--- src/rtl/hamming_frame_encoder_pkg.sv ---
// Shared constants for the Hamming frame encoder: parity masks over nibble bits,
// codeword width helper and transmit FSM state encodings.
package hamming_frame_pkg;

    // Bit i of each mask selects data bit d_i into the corresponding parity bit.
    localparam logic [3:0] P0_MASK = 4'b1011;
    localparam logic [3:0] P1_MASK = 4'b1101;
    localparam logic [3:0] P2_MASK = 4'b1110;

    localparam logic [0:0] ST_IDLE = 1'b0;
    localparam logic [0:0] ST_SEND = 1'b1;

    function automatic int cw_width(input int ext);
        return 7 + ext;
    endfunction

endpackage

--- src/rtl/hamming_frame_encoder_if.sv ---
// Serial input and serial frame output handshakes of the Hamming frame encoder.
interface hamming_frame_encoder_if;
    logic        in_data;
    logic        in_valid;
    logic        in_ready;
    logic        out_data;
    logic        out_valid;
    logic        out_ready;
    logic        out_sof;
    logic [15:0] frame_cnt;

    modport slave (
        input  in_data, in_valid, out_ready,
        output in_ready, out_data, out_valid, out_sof, frame_cnt
    );

    modport master (
        output in_data, in_valid, out_ready,
        input  in_ready, out_data, out_valid, out_sof, frame_cnt
    );
endinterface

--- src/rtl/hamming_frame_encoder_hamming74_enc.sv ---
// Combinational Hamming(7,4) nibble encoder, optionally extended with an
// overall parity LSB to give an (8,4) SECDED codeword.
module hamming74_enc
    import hamming_frame_pkg::*;
#(
    parameter int EXT_PARITY = 0,
    localparam int CW_W = cw_width(EXT_PARITY)
) (
    input  logic [3:0]      nibble_i,
    output logic [CW_W-1:0] cw_o
);
    logic       p0;
    logic       p1;
    logic       p2;
    logic [6:0] cw7;

    assign p0  = ^(nibble_i & P0_MASK);
    assign p1  = ^(nibble_i & P1_MASK);
    assign p2  = ^(nibble_i & P2_MASK);
    assign cw7 = {nibble_i[3], nibble_i[2], nibble_i[1], p2, nibble_i[0], p1, p0};

    generate
        if (EXT_PARITY != 0) begin : g_ext
            assign cw_o = {cw7, ^cw7};
        end else begin : g_plain
            assign cw_o = cw7;
        end
    endgenerate

endmodule

--- src/rtl/hamming_frame_encoder.sv ---
// Serial Hamming frame encoder: assembles a word from a bit stream, encodes it
// nibble by nibble and shifts out {sync, codewords} MSB first under backpressure.
module hamming_frame_encoder
    import hamming_frame_pkg::*;
#(
    parameter int                N_NIBBLES  = 8,
    parameter int                SYNC_W     = 8,
    parameter logic [SYNC_W-1:0] SYNC_WORD  = SYNC_W'(8'h7E),
    parameter int                EXT_PARITY = 0
) (
    input logic                    clk_in,
    input logic                    rst,
    hamming_frame_encoder_if.slave bus
);
    localparam int DATA_W  = 4 * N_NIBBLES;
    localparam int CW_W    = cw_width(EXT_PARITY);
    localparam int FRAME_W = SYNC_W + N_NIBBLES * CW_W;
    localparam int ASM_W   = $clog2(DATA_W);
    localparam int IDX_W   = $clog2(FRAME_W);

    logic [DATA_W-1:0]         asm_word_q, asm_word_d;
    logic [ASM_W-1:0]          asm_cnt_q, asm_cnt_d;
    logic                      asm_full_q, asm_full_d;
    logic [FRAME_W-1:0]        tx_frame_q, tx_frame_d;
    logic [IDX_W-1:0]          tx_idx_q, tx_idx_d;
    logic [0:0]                state_q, state_d;
    logic [15:0]               frame_cnt_q, frame_cnt_d;
    logic [N_NIBBLES*CW_W-1:0] cw_all;
    logic                      in_xfer;
    logic                      out_xfer;
    logic                      last_bit;
    logic                      load;

    generate
        for (genvar gi = 0; gi < N_NIBBLES; gi++) begin : g_enc
            hamming74_enc #(.EXT_PARITY(EXT_PARITY)) u_enc (
                .nibble_i (asm_word_q[4*gi +: 4]),
                .cw_o     (cw_all[CW_W*gi +: CW_W])
            );
        end
    endgenerate

    assign in_xfer  = bus.in_valid && !asm_full_q;
    assign out_xfer = (state_q == ST_SEND) && bus.out_ready;
    assign last_bit = out_xfer && (tx_idx_q == IDX_W'(FRAME_W - 1));
    // A full word is loaded from IDLE, or on the final bit so frames run back to back.
    assign load     = asm_full_q && ((state_q == ST_IDLE) || last_bit);

    always_comb begin
        asm_word_d  = asm_word_q;
        asm_cnt_d   = asm_cnt_q;
        asm_full_d  = asm_full_q;
        tx_frame_d  = tx_frame_q;
        tx_idx_d    = tx_idx_q;
        state_d     = state_q;
        frame_cnt_d = frame_cnt_q;

        if (in_xfer) begin
            asm_word_d = {asm_word_q[DATA_W-2:0], bus.in_data};
            if (asm_cnt_q == ASM_W'(DATA_W - 1)) begin
                asm_cnt_d  = '0;
                asm_full_d = 1'b1;
            end else begin
                asm_cnt_d = asm_cnt_q + ASM_W'(1);
            end
        end

        if (load) begin
            asm_full_d  = 1'b0;
            tx_frame_d  = {SYNC_WORD, cw_all};
            tx_idx_d    = '0;
            state_d     = ST_SEND;
            frame_cnt_d = frame_cnt_q + 16'd1;
        end else if (out_xfer) begin
            // Zero fill leaves the register clear once a frame has fully drained.
            tx_frame_d = {tx_frame_q[FRAME_W-2:0], 1'b0};
            if (last_bit) begin
                tx_idx_d = '0;
                state_d  = ST_IDLE;
            end else begin
                tx_idx_d = tx_idx_q + IDX_W'(1);
            end
        end
    end

    always_ff @(posedge clk_in or posedge rst) begin
        if (rst) begin
            asm_word_q  <= '0;
            asm_cnt_q   <= '0;
            asm_full_q  <= 1'b0;
            tx_frame_q  <= '0;
            tx_idx_q    <= '0;
            state_q     <= ST_IDLE;
            frame_cnt_q <= '0;
        end else begin
            asm_word_q  <= asm_word_d;
            asm_cnt_q   <= asm_cnt_d;
            asm_full_q  <= asm_full_d;
            tx_frame_q  <= tx_frame_d;
            tx_idx_q    <= tx_idx_d;
            state_q     <= state_d;
            frame_cnt_q <= frame_cnt_d;
        end
    end

    assign bus.in_ready  = !asm_full_q;
    assign bus.out_valid = (state_q == ST_SEND);
    assign bus.out_data  = tx_frame_q[FRAME_W-1];
    assign bus.out_sof   = (state_q == ST_SEND) && (tx_idx_q == '0);
    assign bus.frame_cnt = frame_cnt_q;

endmodule

--- src/flat_wrapper.sv ---
// flat-port wrapper written by rule: the top's interface ports become plain ports
module hamming_frame_encoder_flat import hamming_frame_pkg::*;
#(
    parameter int                N_NIBBLES  = 8,
    parameter int                SYNC_W     = 8,
    parameter logic [SYNC_W-1:0] SYNC_WORD  = SYNC_W'(8'h7E),
    parameter int                EXT_PARITY = 0
)
  (clk_in, rst, bus_in_data, bus_in_valid, bus_out_ready, bus_in_ready, bus_out_data, bus_out_valid, bus_out_sof, bus_frame_cnt);
  hamming_frame_encoder_if bus_i ();
  input logic clk_in;
  input logic rst;
  input wire logic [$bits(bus_i.in_data)-1:0] bus_in_data;
  input wire logic [$bits(bus_i.in_valid)-1:0] bus_in_valid;
  input wire logic [$bits(bus_i.out_ready)-1:0] bus_out_ready;
  output wire logic [$bits(bus_i.in_ready)-1:0] bus_in_ready;
  output wire logic [$bits(bus_i.out_data)-1:0] bus_out_data;
  output wire logic [$bits(bus_i.out_valid)-1:0] bus_out_valid;
  output wire logic [$bits(bus_i.out_sof)-1:0] bus_out_sof;
  output wire logic [$bits(bus_i.frame_cnt)-1:0] bus_frame_cnt;
  assign bus_i.in_data = bus_in_data;
  assign bus_i.in_valid = bus_in_valid;
  assign bus_i.out_ready = bus_out_ready;
  assign bus_in_ready = bus_i.in_ready;
  assign bus_out_data = bus_i.out_data;
  assign bus_out_valid = bus_i.out_valid;
  assign bus_out_sof = bus_i.out_sof;
  assign bus_frame_cnt = bus_i.frame_cnt;
  hamming_frame_encoder #(.N_NIBBLES(N_NIBBLES), .SYNC_W(SYNC_W), .SYNC_WORD(SYNC_WORD), .EXT_PARITY(EXT_PARITY)) u_core (.clk_in(clk_in), .rst(rst), .bus(bus_i));
endmodule
--- config.mk ---
export PLATFORM = sky130hd
export DESIGN_NAME = hamming_frame_encoder_flat
export DESIGN_NICKNAME = d
export VERILOG_FILES = /design/src/rtl/hamming_frame_encoder_pkg.sv /design/src/rtl/hamming_frame_encoder_if.sv /design/src/rtl/hamming_frame_encoder_hamming74_enc.sv /design/src/rtl/hamming_frame_encoder.sv /design/src/flat_wrapper.sv
export SDC_FILE = /design/constraint.sdc
export NUM_CORES = 1
export LEC_CHECK = 0
export BUFFER_PORTS_ARGS = -buffer_cell sky130_fd_sc_hd__buf_2
export CORE_MARGIN = 2
export CORE_UTILIZATION = 50
export DETAILED_ROUTE_END_ITERATION = 7
export PLACE_DENSITY = 0.64
export SLEW_MARGIN = 10
export SYNTH_ARGS = -nofsm -noshare
export SYNTH_HDL_FRONTEND = slang
export SYNTH_SLANG_ARGS = --single-unit
--- constraint.sdc ---
create_clock -name clk_in -period 5.5 [get_ports clk_in]
set_input_delay 1.65 -clock clk_in [delete_from_list [all_inputs] [get_ports clk_in]]
set_output_delay 1.65 -clock clk_in [all_outputs]
set_load 0.01 [all_outputs]
==> out/results.tsv, run 1 <==
metric	value	unit
outcome	completed	
cts_max_level	4	
drt-wirelength-per-cell	15.8	um
cp-end-kind	primary output	
reg2reg_from	u_core.asm_full_q	
fillers	1030	
antenna_found_initial	0	
fin_util	0.568	
pin_count	25	
synth_seq_area_share	0.509	
worst_pin_slew	1.19	ns
io_buffer_count	24	
hold_ws	0.466	ns
power_frac_comb	0.141	
placedCellCount	717	
fin_total_pwr	0.00246	W
vias	4234	
crit_type	flop to primary output	
synth_seq_cells	125	
pwr-share-clk	0.399	
dr.pass1.iters	4	
clk_path_buf_depth	2	
fin_nets	599	
rsz0062_at_grt	false	
drtIter0Drc	191	
synth_cell_types	36	
path_buf_inv	2	
cts.sinks	125	
fmax	255	MHz
ant_nets	0	
die_h	115	um
synth_nets	588	
grt_pass1_vias	4169	
final_hold_viol_count	0	
dieArea	0.0132	mm2
maxSlewHeadroom	0.210	
syn_avg_cell_area	10.6	um2
maxCapViolations	0	
clock-root-buffer	clkbuf_16	
post-cts-setup-buffers	0	
setup_viol	0	
peakVddDrop	0.265	mV
p_switching	0.000674	W
multi_input_area	0.00279	mm2
tns	0	ns
pwr-share-seq	0.460	
syn_area	0.00615	mm2
crit_required	3.85	ns
timing.final.crit_share	0.714	
p_int	0.00178	W
cts_tree	yes	
cp_slowest_cell	or4b_2	
area_delta_synth_final	10.9	%
instances_no_fill	747	
drc_errors	0	
register_area	0.00313	mm2
hp-start	u_core.bus.frame_cnt[15]	
ctsResizeCount	0	
grtUsageTotal	0.197	
initial_core_util	0.512	
grt_overflow	0	
final_common_cell	nand2_1	
clk_pin_slew	0.05	ns
crit_arrival	2.28	ns
cts_hold_buf	0	
p_sw_frac	0.274	
p_leak	3.24	nW
finClkSkew	0.00799	ns
insertedDiodeCount	0	
syn_inst	578	
final_cell_mix	nand2_1 (134), dfrtp_1 (125), nand3_1 (58)	
cts_inserted_buffers	17	
cp_cell_sequence	inv_1 -> or4b_2 -> nor3_1 -> buf_2	
drive_gt1_frac	0.225	
yosys_warnings	0	
clock_latency	0.41	ns
crit_path_max_incr_delay	0.71	ns
avgViaCountPerCell	5.67	
power_density	360	mW/mm2
hold_path.class	flop to flop	
crit_family	simple AND/OR/NAND/NOR gates	
crit_path_start_kind	flop	
startpoint	u_core.bus.out_valid	
dp_hpwl	7.13	mm
drt_wl_total	11.8	mm
slew_violations	0	
grt_max_degree	78	
path_max_fanout	14	
rows	40	
place.gp.congestion	0.767	
grt_first_pass_wirelength	20.3	mm
finalCriticalPeriod	3.93	ns
die_w	115	um
coreArea	0.0120	mm2
-- through the flow --
step                area, um2  setup slack [ns]
floorplan                6150             0.522
global placement         6310              1.60
detailed placement       6310              1.56
CTS                      6820              1.55
global route             6820              1.41
finish                   6820              1.57
-- power groups by stage --
| stage | clock network [W] | logic [W] | registers [W] |
|---|---|---|---|
| 5_1_grt | 0.00105 | 0.000389 | 0.00115 |
| 3_5_place_dp | 0 | 0.000355 | 0.00114 |
| 4_1_cts | 0.00100 | 0.000353 | 0.00113 |
| 2_1_floorplan | 0 | 0.000312 | 0.00109 |
| 3_3_place_gp | 0 | 0.000345 | 0.00114 |
| 6_report | 0.000980 | 0.000347 | 0.00113 |
-- cell usage after synthesis, drive strengths merged --
| master | count | area, um2 |
|---|---|---|
| and2 | 2 | 12.5 |
| nor2 | 5 | 18.8 |
| dfrtp | 125 | 3130 |
| o21ai | 9 | 45.0 |
| a21oi | 3 | 18.8 |
| ha | 5 | 62.6 |
| a41o | 1 | 10.0 |
| a22o | 2 | 17.5 |
| a311oi | 1 | 15.0 |
| nand2b | 1 | 6.26 |
| nor2b | 1 | 6.26 |
| o22ai | 4 | 25.0 |
| clkbuf | 16 | 60.1 |
| nand3 | 58 | 290 |
| and3 | 8 | 50.1 |
| mux2 | 36 | 409 |
| xnor2 | 46 | 403 |
| nand4 | 8 | 50.1 |
| nand2 | 134 | 503 |
| and4 | 4 | 37.5 |
| a31o | 1 | 17.5 |
| inv | 9 | 33.8 |
| buf | 22 | 145 |
| nor3 | 5 | 25.0 |
| or4b | 1 | 10.0 |
| xor2 | 12 | 105 |
| a21o | 1 | 7.51 |
| o211ai | 56 | 616 |
| mux2i | 2 | 20.0 |
-- final cells by class --
cell class,count,area share
flip-flops and latches,125,0.459
multi-input cells,406,0.409
clock buffers,29,0.0748
well taps,147,0.0270
repair buffers,30,0.0242
inverters,9,0.00532
clock inverters,1,0.000734
-- path summary, 6_finish.rpt --
check | to | slack [ns] | cells after the start
max in group asynchronous | u_core.tx_frame_q[16] | 3.12 | 3
worst min register to register | u_core.bus.frame_cnt[15] | 0.47 | 1
worst min-delay path | u_core.bus.frame_cnt[15] | 0.47 | 1
min in group asynchronous | u_core.asm_word_q[22] | 1.44 | 2
worst max-delay path | bus_out_sof | 1.57 | 4
worst max register to register | u_core.tx_frame_q[9] | 2.56 | 4
-- routing by layer --
layer	global-route usage	share of wire	wire, um
met5	0	0	0
met4	0.0908	0.019	223
met3	0.0464	0.034	397
met2	0.313	0.47	5540
met1	0.256	0.48	5610
-- kinds of logic after synthesis --
logic type	count (synthesis)	synth area share
simple gates	227	0.164
flops	125	0.509
compound gates	78	0.126
xor+xnor	58	0.0826
buf+inv	47	0.0389
mux	38	0.0698
fa+ha+maj	5	0.0102
-- registers in the layout, summed over array words and instances, names as in the netlist --
signal,count
u_core.asm_cnt_q,5
u_core.bus.frame_cnt,16
u_core.asm_full_q,1
u_core.tx_frame_q,64
u_core.asm_word_q,32
u_core.bus.out_valid,1
u_core.tx_idx_q,6
Note: power is estimated with default switching activity, not from simulation.
==> run 2, diff against run 1 <==
--- a/config.mk
+++ b/config.mk
@@ -9,7 +9,7 @@
 export CORE_MARGIN = 2
 export CORE_UTILIZATION = 50
 export DETAILED_ROUTE_END_ITERATION = 7
-export PLACE_DENSITY = 0.64
+export PLACE_DENSITY = 0.66
 export SLEW_MARGIN = 10
 export SYNTH_ARGS = -nofsm -noshare
 export SYNTH_HDL_FRONTEND = slang
==> constraint.sdc (replaced) <==
create_clock -name clk_in -period 3.3 [get_ports clk_in]
set_input_delay 0.99 -clock clk_in [delete_from_list [all_inputs] [get_ports clk_in]]
set_output_delay 0.99 -clock clk_in [all_outputs]
set_load 0.01 [all_outputs]
==> run 2 against run 1 <==
- combinational power rose by 82%
- largest power group is now clock
- cell area grew 2.5%
- register-to-register slack got worse by 1.3 ns
- largest cell class unchanged
- clock skew increased by 0.0040 ns
- worst hold slack better by 0.013 ns
- first-iteration DRC count grew 36%
- clock power increased by 93%
- via count increased by 1.0%
==> out/results.tsv, run 2 (synthesis results as in run 1) <==
metric	value	unit	change
rsz0062_at_grt	false		
finClkSkew	0.0120	ns	+0.00397 ns
cp_cell_sequence	inv_1 -> ha_1 -> or4b_2 -> nor3_1 -> buf_2		
ctsResizeCount	0		unchanged
clock-root-buffer	clkbuf_16		
cts_max_level	4		unchanged
maxCapViolations	0		unchanged
area_delta_synth_final	13.7	%	
crit_required	2.31	ns	-1.54 ns
dp_hpwl	7.48	mm	+4.9%
slew_violations	0		unchanged
crit_arrival	1.95	ns	-0.33 ns
vias	4278		+1.0%
reg2reg_from	u_core.tx_idx_q[3]		
r2r_slack	1.27	ns	-1.29 ns
place_worst_setup_slack	0.723	ns	-0.838 ns
tns	0	ns	unchanged
cp-end-kind	primary output		
path_max_fanout	3		-11
hp-start	u_core.bus.frame_cnt[15]		
coreArea	0.0120	mm2	unchanged
cts_hold_buf	0		unchanged
antenna_found_initial	0		unchanged
final_common_cell	nand2_1		
holdPathEnd	u_core.bus.frame_cnt[15]		
largest_reg_flops	64		unchanged
power_density	626	mW/mm2	+74%
rr_worst_depth	5		+1
cp_slowest_cell	or4b_2		
crit_path_start_kind	flop		
hold_path.class	flop to flop		
fin_nets	605		+1.0%
hold_path_depth	1		unchanged
ant_nets	0		unchanged
setup_viol	0		unchanged
r2r-end	u_core.tx_frame_q[36]		
grt_max_degree	64		-18%
grtUsageTotal	0.205		+0.00847
clk_path_buf_depth	2		unchanged
grt_pass1_vias	4354		+4.4%
clock_latency	0.42	ns	about the same
grt_overflow	0		unchanged
drc_errors	0		unchanged
io_buffer_count	24		unchanged
post-cts-setup-buffers	0		unchanged
drive_gt1_frac	0.248		+0.0234
timing.final.crit_share	0.892		
drtIter0Drc	259		+36%
cts_tree	yes		
clk_pin_slew	0.06	ns	about the same
fmax	340	MHz	
outcome	completed		
crit_path_max_incr_delay	0.58	ns	-0.13 ns
fin_ws	0.356	ns	-1.22 ns
dr.pass1.iters	5		+1
insertedDiodeCount	0		unchanged
rows	40		unchanged
peakVddDrop	0.470	mV	+77%
drt_wl_total	12.2	mm	+3.8%
finalCriticalPeriod	2.94	ns	
final_cell_mix	nand2_1 (134), dfrtp_1 (124), nand3_1 (58)		
die_w	115	um	unchanged
cts_inserted_buffers	17		unchanged
dieArea	0.0132	mm2	unchanged
drt-wirelength-per-cell	16.2	um	+2.7%
avgViaCountPerCell	5.67		about the same
p_leak	3.33	nW	+2.5%
die_h	115	um	unchanged
maxSlewHeadroom	0.348		+0.138
top_register	u_core.tx_frame_q		
worst_pin_slew	0.978	ns	-0.208 ns
cts.sinks	125		unchanged
pin_count	25		unchanged
grt_first_pass_wirelength	21.3	mm	+5.0%
crit_type	flop to primary output		
final_hold_viol_count	0		unchanged
place.gp.congestion	0.779		+1.6%
initial_core_util	0.512		unchanged
## run 2: changes by cell type in the layout (fill, tap and decap cells not counted), sizes merged
cell,delta
buf,+6
bufinv,+3
clkbuf,-9
clkinv,+6
clkinvlp,+3
inv,-1
## run 2: worst max-delay path: cells and delay by family, from the launching register on
kind,cells,cell delay (ns)
simple gates,2,0.73
flops,1,0.39
fa+ha+maj,1,0.16
buf+inv,2,0.27
## run 2: worst max path at each step
stage                             from  slack [ns]  depth (start not counted)                       to
finish              u_core.tx_idx_q[1]        0.36                          5              bus_out_sof
global route        u_core.tx_idx_q[1]        0.24                          5              bus_out_sof
floorplan                          rst        0.77                          1      u_core.asm_cnt_q[0]
CTS                 u_core.tx_idx_q[1]        0.30                          5              bus_out_sof
global placement         bus_out_ready        0.77                          5  u_core.bus.frame_cnt[1]
detailed placement       bus_out_ready        0.72                          5    u_core.tx_frame_q[17]
## run 2: cell type report
cell class                      count  area (um2)
Tap cell                          147         184
Clock buffer                       20         457
Sequential cell                   125        3130
Fill cell                        1023        5020
Multi-Input combinational cell    406        2790
Inverter                            9        37.5
Clock inverter                     12         144
Timing Repair Buffer               36         248
## run 2: through the flow
stage / instances / hold slack [ns] / utilization / cell area [um2] / total power [W]
floorplan: 578 / 0.450 / - / 6150 / 0.00234
global placement: 723 / 0.457 / 0.532 / 6390 / 0.00250
detailed placement: 723 / 0.477 / 0.532 / 6390 / 0.00252
CTS: 755 / 0.485 / 0.582 / 6990 / 0.00442
global route: 755 / 0.506 / 0.582 / 6990 / 0.00458
finish: 755 / 0.479 / 0.582 / 6990 / 0.00437
## run 2: layer usage
layer,GRT usage,vias up,share of wire
li1,-,2038,-
met3,0.0532,20,0.046
met1,0.267,2120,0.45
met2,0.334,100,0.49
met5,0,-,0
met4,0.0731,0,0.016
## run 2: power by group
part / total, W / switching [W] / internal (W) / leakage (nW)
clock network: 0.00189 / 0.000668 / 0.00122 / 0.295
registers: 0.00186 / 0.000175 / 0.00168 / 1.71
logic: 0.000630 / 0.000364 / 0.000266 / 1.32
total: 0.00437 / 0.00121 / 0.00317 / 3.33
